<file path="src/rtl/pmu_quota_regulator.sv">
// -----------------------------------------------------------------------------
// pmu_quota_regulator
//
// Per-core memory-bandwidth budget regulator. It reacts to the quota-exceeded
// interrupt from the PMU quota monitor by holding the core with a stall
// request/acknowledge handshake until the current regulation period ends. At
// every period boundary it pulses a soft reset into the quota monitor, which
// replenishes the budget, and it releases the stall in the same cycle.
// Saturating statistics are kept for software.
//
// Ports
//   clk_i           clock
//   rst_i           asynchronous, active-high reset
//   enable_i        regulation enable; low forces IDLE
//   period_i        regulation period in clk_i cycles (values below 2 act as 2)
//   intr_quota_i    quota-exceeded level from the monitor (sticky until soft reset)
//   stall_ack_i     core acknowledges it is held
//   clr_stats_i     synchronous clear of both statistics counters
//   stall_req_o     stall request to the core (registered)
//   quota_rst_o     one-cycle soft-reset pulse to the quota monitor (registered)
//   throttle_cnt_o  number of throttle episodes, saturating
//   stall_cycles_o  cycles spent in STALLED, saturating
//
// State table
//   state       | meaning
//   ------------+--------------------------------------------------------------
//   IDLE        | regulation off, no stall, counter parked at 0
//   REPLENISH   | one cycle: soft-reset pulse, load period, release the stall
//   MONITOR     | budget available, watching for the quota interrupt
//   STALL_REQ   | stall requested, waiting for the core's acknowledge
//   STALLED     | core held until the period ends
// -----------------------------------------------------------------------------
module pmu_quota_regulator #(
  parameter int REG_WIDTH = 32
) (
  input  logic                 clk_i,
  input  logic                 rst_i,
  input  logic                 enable_i,
  input  logic [REG_WIDTH-1:0] period_i,
  input  logic                 intr_quota_i,
  input  logic                 stall_ack_i,
  input  logic                 clr_stats_i,
  output logic                 stall_req_o,
  output logic                 quota_rst_o,
  output logic [REG_WIDTH-1:0] throttle_cnt_o,
  output logic [REG_WIDTH-1:0] stall_cycles_o
);

  localparam logic [REG_WIDTH-1:0] PERIOD_MIN = REG_WIDTH'(2);
  localparam logic [REG_WIDTH-1:0] ONE        = REG_WIDTH'(1);

  typedef enum logic [2:0] {
    S_IDLE      = 3'd0,
    S_REPLENISH = 3'd1,
    S_MONITOR   = 3'd2,
    S_STALL_REQ = 3'd3,
    S_STALLED   = 3'd4
  } state_e;

  state_e               state_q, state_d;
  logic [REG_WIDTH-1:0] period_q, period_d;
  logic [REG_WIDTH-1:0] period_cnt_q, period_cnt_d;
  logic [REG_WIDTH-1:0] throttle_q, throttle_d;
  logic [REG_WIDTH-1:0] stall_cyc_q, stall_cyc_d;
  logic                 stall_req_q, quota_rst_q;

  logic [REG_WIDTH-1:0] period_sat;
  logic [REG_WIDTH-1:0] period_last;
  logic                 period_end;
  logic                 blanking;
  logic                 throttle_inc;
  logic                 stall_inc;

  assign period_sat  = (period_i < PERIOD_MIN) ? PERIOD_MIN : period_i;
  // period_q is never below 2, so this cannot underflow.
  assign period_last = period_q - ONE;
  assign period_end  = (period_cnt_q == period_last);
  // The counter is loaded with 1 in REPLENISH, so a count of 1 in MONITOR
  // marks the first cycle after the soft reset, while the monitor's
  // interrupt may still be clearing.
  assign blanking    = (period_cnt_q == ONE);
  assign stall_inc   = (state_q == S_STALLED);

  always_comb begin
    state_d      = state_q;
    period_d     = period_q;
    period_cnt_d = period_cnt_q;
    throttle_inc = 1'b0;

    case (state_q)
      S_IDLE: begin
        period_cnt_d = '0;
        if (enable_i) state_d = S_REPLENISH;
      end
      S_REPLENISH: begin
        period_d     = period_sat;
        period_cnt_d = ONE;
        state_d      = S_MONITOR;
      end
      S_MONITOR: begin
        period_cnt_d = period_cnt_q + ONE;
        if (period_end) begin
          state_d = S_REPLENISH;
        end else if (intr_quota_i && !blanking) begin
          state_d      = S_STALL_REQ;
          throttle_inc = 1'b1;
        end
      end
      S_STALL_REQ: begin
        period_cnt_d = period_cnt_q + ONE;
        if (period_end)       state_d = S_REPLENISH;
        else if (stall_ack_i) state_d = S_STALLED;
      end
      S_STALLED: begin
        period_cnt_d = period_cnt_q + ONE;
        if (period_end) state_d = S_REPLENISH;
      end
      default: begin
        state_d      = S_IDLE;
        period_cnt_d = '0;
      end
    endcase

    // Disable overrides everything, including a pending period end, so no
    // soft-reset pulse is produced on the way out.
    if (!enable_i) begin
      state_d      = S_IDLE;
      period_cnt_d = '0;
      throttle_inc = 1'b0;
    end
  end

  always_comb begin
    throttle_d = throttle_q;
    if (clr_stats_i)                        throttle_d = '0;
    else if (throttle_inc && throttle_q != '1) throttle_d = throttle_q + ONE;
  end

  always_comb begin
    stall_cyc_d = stall_cyc_q;
    if (clr_stats_i)                        stall_cyc_d = '0;
    else if (stall_inc && stall_cyc_q != '1) stall_cyc_d = stall_cyc_q + ONE;
  end

  always_ff @(posedge clk_i or posedge rst_i) begin
    if (rst_i) begin
      state_q      <= S_IDLE;
      period_q     <= PERIOD_MIN;
      period_cnt_q <= '0;
      throttle_q   <= '0;
      stall_cyc_q  <= '0;
      stall_req_q  <= 1'b0;
      quota_rst_q  <= 1'b0;
    end else begin
      state_q      <= state_d;
      period_q     <= period_d;
      period_cnt_q <= period_cnt_d;
      throttle_q   <= throttle_d;
      stall_cyc_q  <= stall_cyc_d;
      // Outputs are decoded from the next state so they line up with state_q.
      stall_req_q  <= (state_d == S_STALL_REQ) || (state_d == S_STALLED);
      quota_rst_q  <= (state_d == S_REPLENISH);
    end
  end

  assign stall_req_o    = stall_req_q;
  assign quota_rst_o    = quota_rst_q;
  assign throttle_cnt_o = throttle_q;
  assign stall_cycles_o = stall_cyc_q;

endmodule

</file>
<file path="config.mk">
export PLATFORM = sky130hd
export DESIGN_NAME = pmu_quota_regulator
export DESIGN_NICKNAME = d
export VERILOG_FILES = /design/src/rtl/pmu_quota_regulator.sv
export SDC_FILE = /design/constraint.sdc
export NUM_CORES = 1
export LEC_CHECK = 0
export ABC_AREA = 1
export BUFFER_PORTS_ARGS = -buffer_cell sky130_fd_sc_hd__buf_4
export CAP_MARGIN = 20
export CORE_MARGIN = 1.5
export CORE_UTILIZATION = 40
export CTS_CLUSTER_SIZE = 28
export DETAILED_ROUTE_END_ITERATION = 12
export PLACE_DENSITY = 0.61
export REMOVE_ABC_BUFFERS = 1
export SLEW_MARGIN = 20
export SYNTH_ARGS = -nofsm -noshare
export SYNTH_HDL_FRONTEND = slang
export SYNTH_SLANG_ARGS = --single-unit
</file>
<file path="constraint.sdc">
create_clock -name clk_i -period 11.7 [get_ports clk_i]
set_clock_uncertainty 0.1 [all_clocks]
set_input_delay 0.585 -clock clk_i [delete_from_list [all_inputs] [get_ports clk_i]]
set_output_delay 0.585 -clock clk_i [all_outputs]
set_load 0.05 [all_outputs]
</file>
# After elaboration in Yosys (flattened, before gate mapping)

Cells that the tools add are included.

Output and inout port bits: 66
Register bits: 133

Eq/ne operators: 11
Mux-type cells: 18
$add $sub $neg: 4
Reductions and logical operators: 9
Magnitude comparators: 1

Operators by type and width:

| operator                | count |
|---|---|
| $mux W32                | 6 |
| $add A32 B1 Y32 const B | 3 |
| $ne A32 B32 Y1 const B  | 2 |
| $pmux W32 S2            | 1 |
| $eq A32 B1 Y1 const B   | 1 |
| $eq A32 B32 Y1          | 1 |
| $lt A32 B2 Y1 const B   | 1 |
| $sub A32 B1 Y32 const B | 1 |
| $mux W3                 | 6 |
| $pmux W3 S5             | 1 |
| $eq A3 B2 Y1 const B    | 3 |
| $eq A3 B1 Y1 const B    | 2 |
| $eq A3 B3 Y1 const B    | 2 |
| $mux W1                 | 4 |
| $reduce_bool A2 Y1      | 2 |
| $logic_and A1 B1 Y1     | 3 |
| $logic_not A3 Y1        | 1 |
| $reduce_or A3 Y1        | 1 |
| $logic_not A1 Y1        | 1 |
| $logic_or A1 B1 Y1      | 1 |

# Longest topological paths before layout

Gate-level depths: netlist of the first run.

Depth after elaboration: 10
Depth in mapped cells: 18

# Least setup slack after synthesis of the first run

OpenSTA, ideal clock, no wires.

Kind: register to register
Start: reg throttle_q[1] (netlist: throttle_cnt_o[1])
End: reg throttle_q[26] (netlist: throttle_cnt_o[26])
Required time: 11.481 ns
Clock period less this slack: 2.554 ns
Library setup time: 0.119 ns
Arrival: 2.335 ns
Stages on the path, launching flop included: 16
Setup slack: 9.146 ns
Cell sequence: dfrtp_1 ha_1 nand2_1 inv_1 nand2_1 nor2_2 inv_2 nor3_4 nor3b_2 nand4_1 and3_1 nand2_4 inv_2 buf_6 nand3b_1 nand2_1

Cells in the longest elaborated chain, start to end: 3
Elaborated cells on any way between the ends: 6
Classes of those cells: add/sub (1); eq/ne (1); mux (2); reduce/logical (2)

Ends and longest elaborated chain:

| what                                              | RTL line | source |
|---|---|---|
| start: declaration                                | 63       | `logic [REG_WIDTH-1:0] throttle_q, throttle_d;` |
| start signal: assignment                          | 158      | `throttle_q <= throttle_d;` |
| $add A32 B1 Y32 or $ne A32 B32 Y1 (tied branches) | 136      | `else if (throttle_inc && throttle_q != '1) throttle_d = throttle_q + ONE;` |
| $mux W32 or $logic_and A1 B1 Y1 (tied branches)   | 136      |  |
| $mux W32 or $reduce_bool A2 Y1 (tied branches)    | -        |  |

Several ways; a longest one is shown, not always the timed one. The select of a mux whose other input is x is not followed.
A chain may end at the register's enable or synchronous reset.

# Final worst setup path of the first run

Start: reg period_q[2]
End: reg throttle_q[8] (netlist: throttle_cnt_o[8])

Cells in the longest elaborated chain, start to end: 7

Ends and longest elaborated chain:

| what                         | RTL line | source |
|---|---|---|
| start: declaration           | 61       | `logic [REG_WIDTH-1:0] period_q, period_d;` |
| start signal: assignment     | 156      | `period_q <= period_d;` |
| $sub A32 B1 Y32              | 76       | `assign period_last = period_q - ONE;` |
| $eq A32 B32 Y1               | 77       | `assign period_end = (period_cnt_q == period_last);` |
| $mux W1                      | 102      | `if (period_end) begin` |
| $mux W1                      | 90       | `case (state_q)` |
| $mux W1                      | 126      | `if (!enable_i) begin` |
| $logic_and A1 B1 Y1          | 136      |  |
| $reduce_bool A2 Y1 (no line) | -        |  |

No other way between the ends.

==> out/metrics.cfg, run 1 <==
[power]
p_per_area_mw_per_mm2=154.4
peakVddDrop_mv=0.07292
p_leak_nw=4.806

[finish]
n_antenna_cell=0
drive_above_1_share_pct=12.50
postLayoutCoreUtil_pct=47.98
fillers=2261
nets=1415
area_growth_pct=17.74
final_area_mm2=0.01044

[detailed_routing]
via_per_inst=5.200
num_vias=8652
routed_wl_mm=24.94
drt_iter0_markers=483
wire_per_inst_um=14.99
drcViolationCount=0
ant_nets=0
firstDrtPassIters=5

[min_path]
hp-class=in -> async

[timing]
finalCritPeriodShare_pct=27.52
fmaxAchievable_ghz=0.3106
hold_violations=0
setup_viol=0
slew_headroom_pct=38.46
rsz0062_at_grt=false
post-route-min-period_ns=3.220
tightest_slew_ns=0.9230
slew_viol_final=0
fin_tns_setup_ns=0

[global_routing]
antenna_found_initial=0
grt_max_degree=88
gr-usage-all-layers_pct=22.04
grt-ovfl-total=0
grt_pass1_vias=8462
grt_pass1_wl_mm=41.90

[synthesis]
ys_ff_latch=133
synth_cell_type_count=43
synth_top_area_share_pct=37.26
yosys.area.top_type=dfrtp_1
yosysSeqAreaShare_pct=37.56
syn-cell-area_mm2=0.008865
avgSynthCellArea_um2=6.936
yosysWarningCount=0
ys_top_cells_by_area=dfrtp_1 (37%), nand2_1 (15%), nor2_1 (6.4%)
syn_inst=1278

[clock_tree]
cts_htree_levels=4
cts.clk_slew.worst_paths_ns=0.07
cts-buffers-inserted=17
hold_buffers=0
clock_latency_ns=0.43
clkSinkCount=133
cts_resized=0
cts_setup_buffers=0
clockBufferDepth=2
cts_tree=built
cts_root_buf=clkbuf_16

[status]
status=completed

[floorplanning]
dieArea_mm2=0.02306
die_h_um=151.9
die_w_um=151.9
core_area_mm2=0.02176
start_util_pct=40.75
rows=54
ios=104

[placement]
dpl.hpwl_mm=18.55
gp_congestion=0.9469
placed_cell_area_mm2=0.009867
portBuffers=103

[setup_path]
worstPathArrival_ns=3.44
cp-start-kind=flop
critPathKind=reg -> reg
end_kind=flop
r2r_slack_ns=8.48
path_max_fanout=33
worstPathRequired_ns=11.92

[job]
maxCapViolCount=0

[critical path: stages, from the launching register on]
cell      delay, ns
dfrtp_1        0.42
nor2_1         0.11
nand2_1        0.14
nor2_2         0.45
nand2_1        0.20
nand2_1        0.09
nand2_1        0.07
a31oi_1        0.20
nand4_1        0.11
nor2_1         0.13
nand3_2        0.14
nand2_4        0.34
inv_2          0.33
nand3b_1       0.20
nand2_1        0.07
[per-layer routing]
layer | wire length (um) | global-route usage (%) | up-vias
met5 | 0 | 0 | -
met3 | 1105 | 4.364 | 23
met1 | 11830 | 29.79 | 4098
met4 | 268 | 5.548 | 0
met2 | 11740 | 36.20 | 182
li1 | - | - | 4349
[flip-flops by register name, summed over array words and instances, names as in the netlist]
signal,cells
quota_rst_o,1
stall_req_o,1
throttle_cnt_o,32
state_q,3
stall_cycles_o,32
period_q,32
period_cnt_q,32
[through the flow]
step | instances | setup slack, ns | power (mW) | hold WS [ns]
final | 1664 | 8.480 | 1.611 | 0.1250
after global routing | 1664 | 8.095 | 1.724 | 0.1736
after CTS | 1664 | 8.509 | 1.627 | 0.1421
after detailed placement | 1633 | 8.513 | 1.100 | 0.4021
after global placement | 1633 | 8.590 | 1.093 | 0.3921
after floorplan | 1247 | 7.456 | 0.9607 | 0.3623
[layout by cell type (no fill, tap or decap), drive strengths merged, types with 4 or more instances in the layout]
cell	synthesis	layout
inv	141	143
clkinvlp	0	4
xnor2	29	29
a21oi	47	47
clkbuf	22	21
nand3b	33	33
o21a	7	7
nor3	56	56
nand3	85	85
buf	9	106
nor2	169	169
dfrtp	132	132
nand2	360	360
ha	5	5
xor2	40	40
clkinv	3	6
nand4	45	45
nor4	26	26
and3	5	5
o21ai	42	42
[logic make-up (layout without fill, tap and decap cells)]
family	Yosys count	in the layout	synth area share, %
AOI/OAI and AO/OA	111	111	6.860
xor gates and xnor gates	69	69	6.817
adders and majority gates	5	5	0.7057
buffers and inverters	175	281	7.833
DFF	133	133	37.56
and+or+nand+nor	785	785	40.23
[cells in the mapped netlist]
library cell / instances
o21a_1: 7
inv_1: 137
xnor2_1: 29
clkbuf_1: 22
nor2_2: 14
nand4_1: 45
and2_1: 1
nor3b_1: 2
dfrtp_1: 132
o22ai_1: 2
dfstp_2: 1
nand3b_1: 33
inv_2: 4
nor3_2: 3
o31ai_1: 3
buf_4: 4
nor3_1: 52
nor3_4: 1
a31o_2: 1
nor4_1: 26
o21bai_1: 3
or4_1: 1
nor3b_2: 1
a31oi_1: 1
nor2_4: 3
buf_1: 2
or2_2: 1
nand3_1: 84
a211oi_1: 3
nand2_4: 1
nor2_1: 152
nand2_2: 3
nand3_2: 1
nand2_1: 356
o21ai_0: 42
and3_1: 5
clkinv_1: 3
a22oi_1: 1
a21boi_0: 1
buf_6: 3
ha_1: 5
a21oi_1: 47
xor2_1: 40
[final timing paths]
path | from | endpoint | depth (start not counted)
setup / recovery | period_q[2]$_DFFE_PP0N_ | throttle_cnt_o[8]$_DFFE_PP0P_ | 14
hold / removal | rst_i | throttle_cnt_o[18]$_DFFE_PP0P_ | 2
setup reg to reg | period_q[2]$_DFFE_PP0N_ | throttle_cnt_o[8]$_DFFE_PP0P_ | 14
hold reg to reg | period_q[31]$_DFFE_PP0N_ | period_q[31]$_DFFE_PP0N_ | 2
max in group asynchronous | rst_i | period_q[15]$_DFFE_PP0N_ | 3
min in group clk_i | period_i[6] | period_q[6]$_DFFE_PP0N_ | 3
[layout make-up]
class                           count  area, um^2  area share [%]
Clock inverter                     10       100.1          0.9590
Timing Repair Buffer              106       795.8           7.624
Multi-Input combinational cell    970        4846           46.43
Inverter                          144       545.5           5.227
Tap cell                          280       350.3           3.357
Clock buffer                       21       470.5           4.507
Sequential cell                   133        3329           31.90
[where the power goes]
group	leakage, nW	switching (mW)	internal (mW)	total [mW]
clock	0.268	0.207	0.309	0.516
sequential	1.80	0.0874	0.521	0.608
combinational	2.74	0.317	0.170	0.487
Note: power is estimated with default switching activity, not from simulation.
==> run 2, diff against run 1 <==
Settings changed: ABC_AREA 1 to 0, PLACE_DENSITY 0.61 to 0.64.
Clock period 11.7 ns to 2.8 ns, I/O delays scaled along.
==> run 2 against run 1 <==
Effect of this change: the flow now finishes with violations (setup timing); total power rose to 3.7 times the previous value; first-iteration DRC count down 5.0%; routed wire length down 15%; flip-flop and latch count unchanged; sequential power rose to 3.7 times the previous value; combinational power rose to 2.8 times the previous value; non-clock buffer count up 163; maximum frequency up 0.53%; setup slack worse by 8.9 ns; critical endpoint is now throttle_cnt_o[6]$_DFFE_PP0P_; largest cell class unchanged; highest routed layer unchanged.
==> out/metrics.cfg, run 2 <==
[timing]
slew_headroom_pct=54.72  ; +16 points
rsz0062_at_grt=true
post-route-min-period_ns=3.202  ; -0.01709 ns
fin_ws_ns=-0.4024  ; -8.883 ns
setup_viol=37  ; +37
fmaxAchievable_ghz=0.3123  ; +0.53%
finalCritPeriodShare_pct=114.4  ; +87 points
tightest_slew_ns=0.6792  ; -0.2438 ns
hold_violations=0  ; unchanged
slew_viol_final=0  ; unchanged

[floorplanning]
ios=104  ; unchanged
die_h_um=143.0  ; -5.9%
rows=51  ; -5.6%
start_util_pct=40.54  ; -0.21 points
die_w_um=143.0  ; -5.9%
dieArea_mm2=0.02044  ; -11%
core_area_mm2=0.01933  ; -11%

[power]
clockPowerShare_pct=38.9  ; +6.9 points
p_per_area_mw_per_mm2=545.0  ; +250%
power_mw=5.889  ; +270%
p_sw_mw=1.673  ; +170%
peakVddDrop_mv=0.3762  ; +420%
power_frac_seq_pct=38.0  ; +0.3 points
p_comb_share_pct=23.2  ; -7.0 points
intPower_mw=4.216  ; +320%
p_leak_nw=4.619  ; -3.9%
swShare_pct=28.41  ; -9.6 points

[synthesis]
synth_cell_type_count=72  ; +67%
ys_ff_latch=133  ; unchanged
avgSynthCellArea_um2=9.500  ; +37%
yosysWarningCount=0  ; unchanged
yosysSeqAreaShare_pct=42.48  ; +4.9 points
synth-main-ff-cell=dfrtp_1
synth_top_area_share_pct=42.15  ; +4.9 points
syn_inst=825  ; -35%
async_flop_share_pct=100.0  ; unchanged
ys_top_cells_by_area=dfrtp_1 (42%), xor2_1 (5.1%), mux2_2 (4.2%)
synth-edff-count=0  ; unchanged
yosys.area.top_type=dfrtp_1
synth.most_common_cell=dfrtp_1
netlist_top_cells_count=dfrtp_1 (132), nor2_1 (85), nand2_1 (56)
syn-cell-area_mm2=0.007838  ; -12%

[placement]
dp.cells=1277  ; -22%
portBuffers=103  ; unchanged
gp_congestion=0.8825  ; -6.8%
dpl.hpwl_mm=15.12  ; -19%

[setup_path]
critPathCapture=throttle_cnt_o[6]$_DFFE_PP0P_
r2r_slack_ns=-0.40  ; -8.88 ns
critPathTopFamily=simple AND/OR/NAND/NOR gates
path_max_fanout=14  ; -58%
worstPathRequired_ns=3.05  ; -8.87 ns
startpoint=period_q[11]$_DFFE_PP0N_
worstReg2RegStart=period_q[11]$_DFFE_PP0N_
ff2ff_path_depth=12  ; -2
end_kind=flop
path_cells=buf_6 -> or4_4 -> or3_4 -> o21a_1 -> o2111ai_2 -> a2111oi_4 -> nand4b_4 -> nor2_4 -> buf_12 -> buf_8 -> or4_1 -> a21oi_2
worstPathArrival_ns=3.45  ; about the same
cp.depth=12  ; -2
critical_path.max_stage_delay_ns=0.51  ; +0.06 ns
critPathKind=reg -> reg
slowest_stage=or4_4
cp-start-kind=flop
worstReg2RegEnd=throttle_cnt_o[6]$_DFFE_PP0P_
crit_buf_inv=3  ; +2

[finish]
area_growth_pct=37.88
final_cell_mix=buf_4 (228), dfrtp_1 (130), nor2_1 (84)
stdcell_count=1351  ; -19%
postLayoutCoreUtil_pct=55.89  ; +7.9 points
fillers=1729  ; -24%
nets=1115  ; -21%
drive_above_1_share_pct=33.73  ; +21 points
final_common_cell=buf_4

[clock_tree]
clockBufferDepth=2  ; unchanged
cts.clk_slew.worst_paths_ns=0.06  ; about the same
clock_latency_ns=0.43  ; about the same
cts-buffers-inserted=17  ; unchanged
cts_root_buf=clkbuf_16
cts_htree_levels=4  ; unchanged
cts_tree=built
clkSinkCount=133  ; unchanged

[detailed_routing]
wire_per_inst_um=15.70  ; +4.8%
routed-wl-met3_um=733  ; -34%
drt_iter0_markers=459  ; -5.0%
drt-met1-wl_mm=9.695  ; -18%
via_per_inst=5.233  ; +0.65%
top_layer_used=met4
num_vias=7070  ; -18%
ant_nets=0  ; unchanged
firstDrtPassIters=6  ; +1
drcViolationCount=0  ; unchanged
routed_wl_mm=21.22  ; -15%
wl_met2_mm=10.51  ; -10%

[global_routing]
antenna_found_initial=1  ; +1
gr-usage-all-layers_pct=21.48  ; -0.56 points
grt_pass1_wl_mm=34.36  ; -18%
grt_pass1_vias=6789  ; -20%
grt-ovfl-total=0  ; unchanged
grt_max_degree=73  ; -17%

[min_path]
hp-class=in -> reg

[status]
status=finished with violations
violations=setup timing

[job]
maxCapViolCount=0  ; unchanged

-- run 2: changes by cell type in the layout (fill, tap and decap cells not counted), moves of 20 or more --
| cell | before | now |
|---|---|---|
| buf_4 | 106 | 228 |
| dlygate4sd3_1 | 0 | 35 |
| inv_1 | 136 | 20 |
| mux2_2 | 0 | 29 |
| nand2_1 | 356 | 56 |
| nand3_1 | 84 | 32 |
| nand3b_1 | 33 | 6 |
| nand4_1 | 45 | 25 |
| nor2_1 | 152 | 84 |
| nor3_1 | 51 | 14 |
| or3_1 | 0 | 30 |
-- run 2: power groups by stage --
stage          combinational (mW)  clock [mW]  sequential (mW)
2_1_floorplan               0.591           0             2.30
3_3_place_gp                 1.25           0             2.25
3_5_place_dp                 1.26           0             2.26
4_1_cts                      1.36        2.33             2.23
5_1_grt                      1.49        2.44             2.25
6_report                     1.36        2.29             2.24
-- run 2: per-layer routing --
metal	GRT usage, %	vias to the layer above
met2	35.47	125
met3	4.024	23
met1	28.60	3459
met4	6.348	0
li1	-	3463
met5	0	-
-- run 2: what timing repair did --
action / in CTS / in global routing
gates resized for setup: 15 / 12
hold buffers: 35 / 0
setup buffers: 3 / 3
pin swaps: 13 / 2
endpoints found under the setup margin: 37 / 54
hold endpoints to repair: 107 / 0
-- run 2: cell families after synthesis --
group / count (synthesis) / share of synthesized area (%)
multiplexers: 40 / 5.955
AO/OA/AOI/OAI: 128 / 10.62
adder cells (fa/ha/maj): 5 / 0.7982
buffers and inverters: 62 / 4.119
flip-flops: 133 / 42.48
AND/OR/NAND/NOR: 375 / 26.77
XOR/XNOR: 82 / 9.259
-- run 2: through the flow --
step	hold WS, ns	instance area, um^2	setup TNS (ns)	setup slack, ns
after floorplan	0.09585	7594	-157.52	-0.9927
after global placement	0.2069	9691	-13.33	-0.4191
after detailed placement	0.2024	9691	-14.88	-0.4851
after CTS	0.06540	10730	-12.02	-0.3780
after global routing	0.07776	10810	-16.54	-0.5124
final	0.06781	10810	-11.91	-0.4024
-- run 2: area by class of cell --
| cell class | instances | area (um^2) | area share (%) |
|---|---|---|---|
| inverters | 21 | 83.83 | 0.7757 |
| well taps | 265 | 331.6 | 3.068 |
| clock buffers | 19 | 442.9 | 4.099 |
| diodes | 1 | 2.502 | 0.02316 |
| multi-input cells | 630 | 4297 | 39.76 |
| repair buffers | 269 | 2160 | 19.98 |
| flip-flops and latches | 133 | 3332 | 30.83 |
| clock inverters | 13 | 157.7 | 1.459 |
-- run 2: worst register-to-register path, stage by stage, from the launching register on --
cell and delay, ns:
dfrtp_1 0.41, buf_6 0.15, or4_4 0.51, or3_4 0.35, o21a_1 0.19, o2111ai_2 0.21, a2111oi_4 0.10, nand4b_4 0.15
nor2_4 0.05, buf_12 0.14, buf_8 0.14, or4_1 0.49, a21oi_2 0.15
-- run 2: how the worst min path moves through the flow --
| stage | slack (ns) | to | from | cells after the start |
|---|---|---|---|---|
| 2_1_floorplan | 0.1 | throttle_cnt_o[11]$_DFFE_PP0P_ | clr_stats_i | 1 |
| 3_3_place_gp | 0.21 | period_q[28]$_DFFE_PP0N_ | rst_i | 2 |
| 3_5_place_dp | 0.20 | period_q[26]$_DFFE_PP0N_ | rst_i | 2 |
| 4_1_cts | 0.07 | stall_cycles_o[17]$_DFFE_PP0P_ | clr_stats_i | 2 |
| 5_1_grt | 0.08 | throttle_cnt_o[5]$_DFFE_PP0P_ | clr_stats_i | 2 |
| 6_report | 0.07 | stall_cycles_o[17]$_DFFE_PP0P_ | clr_stats_i | 2 |
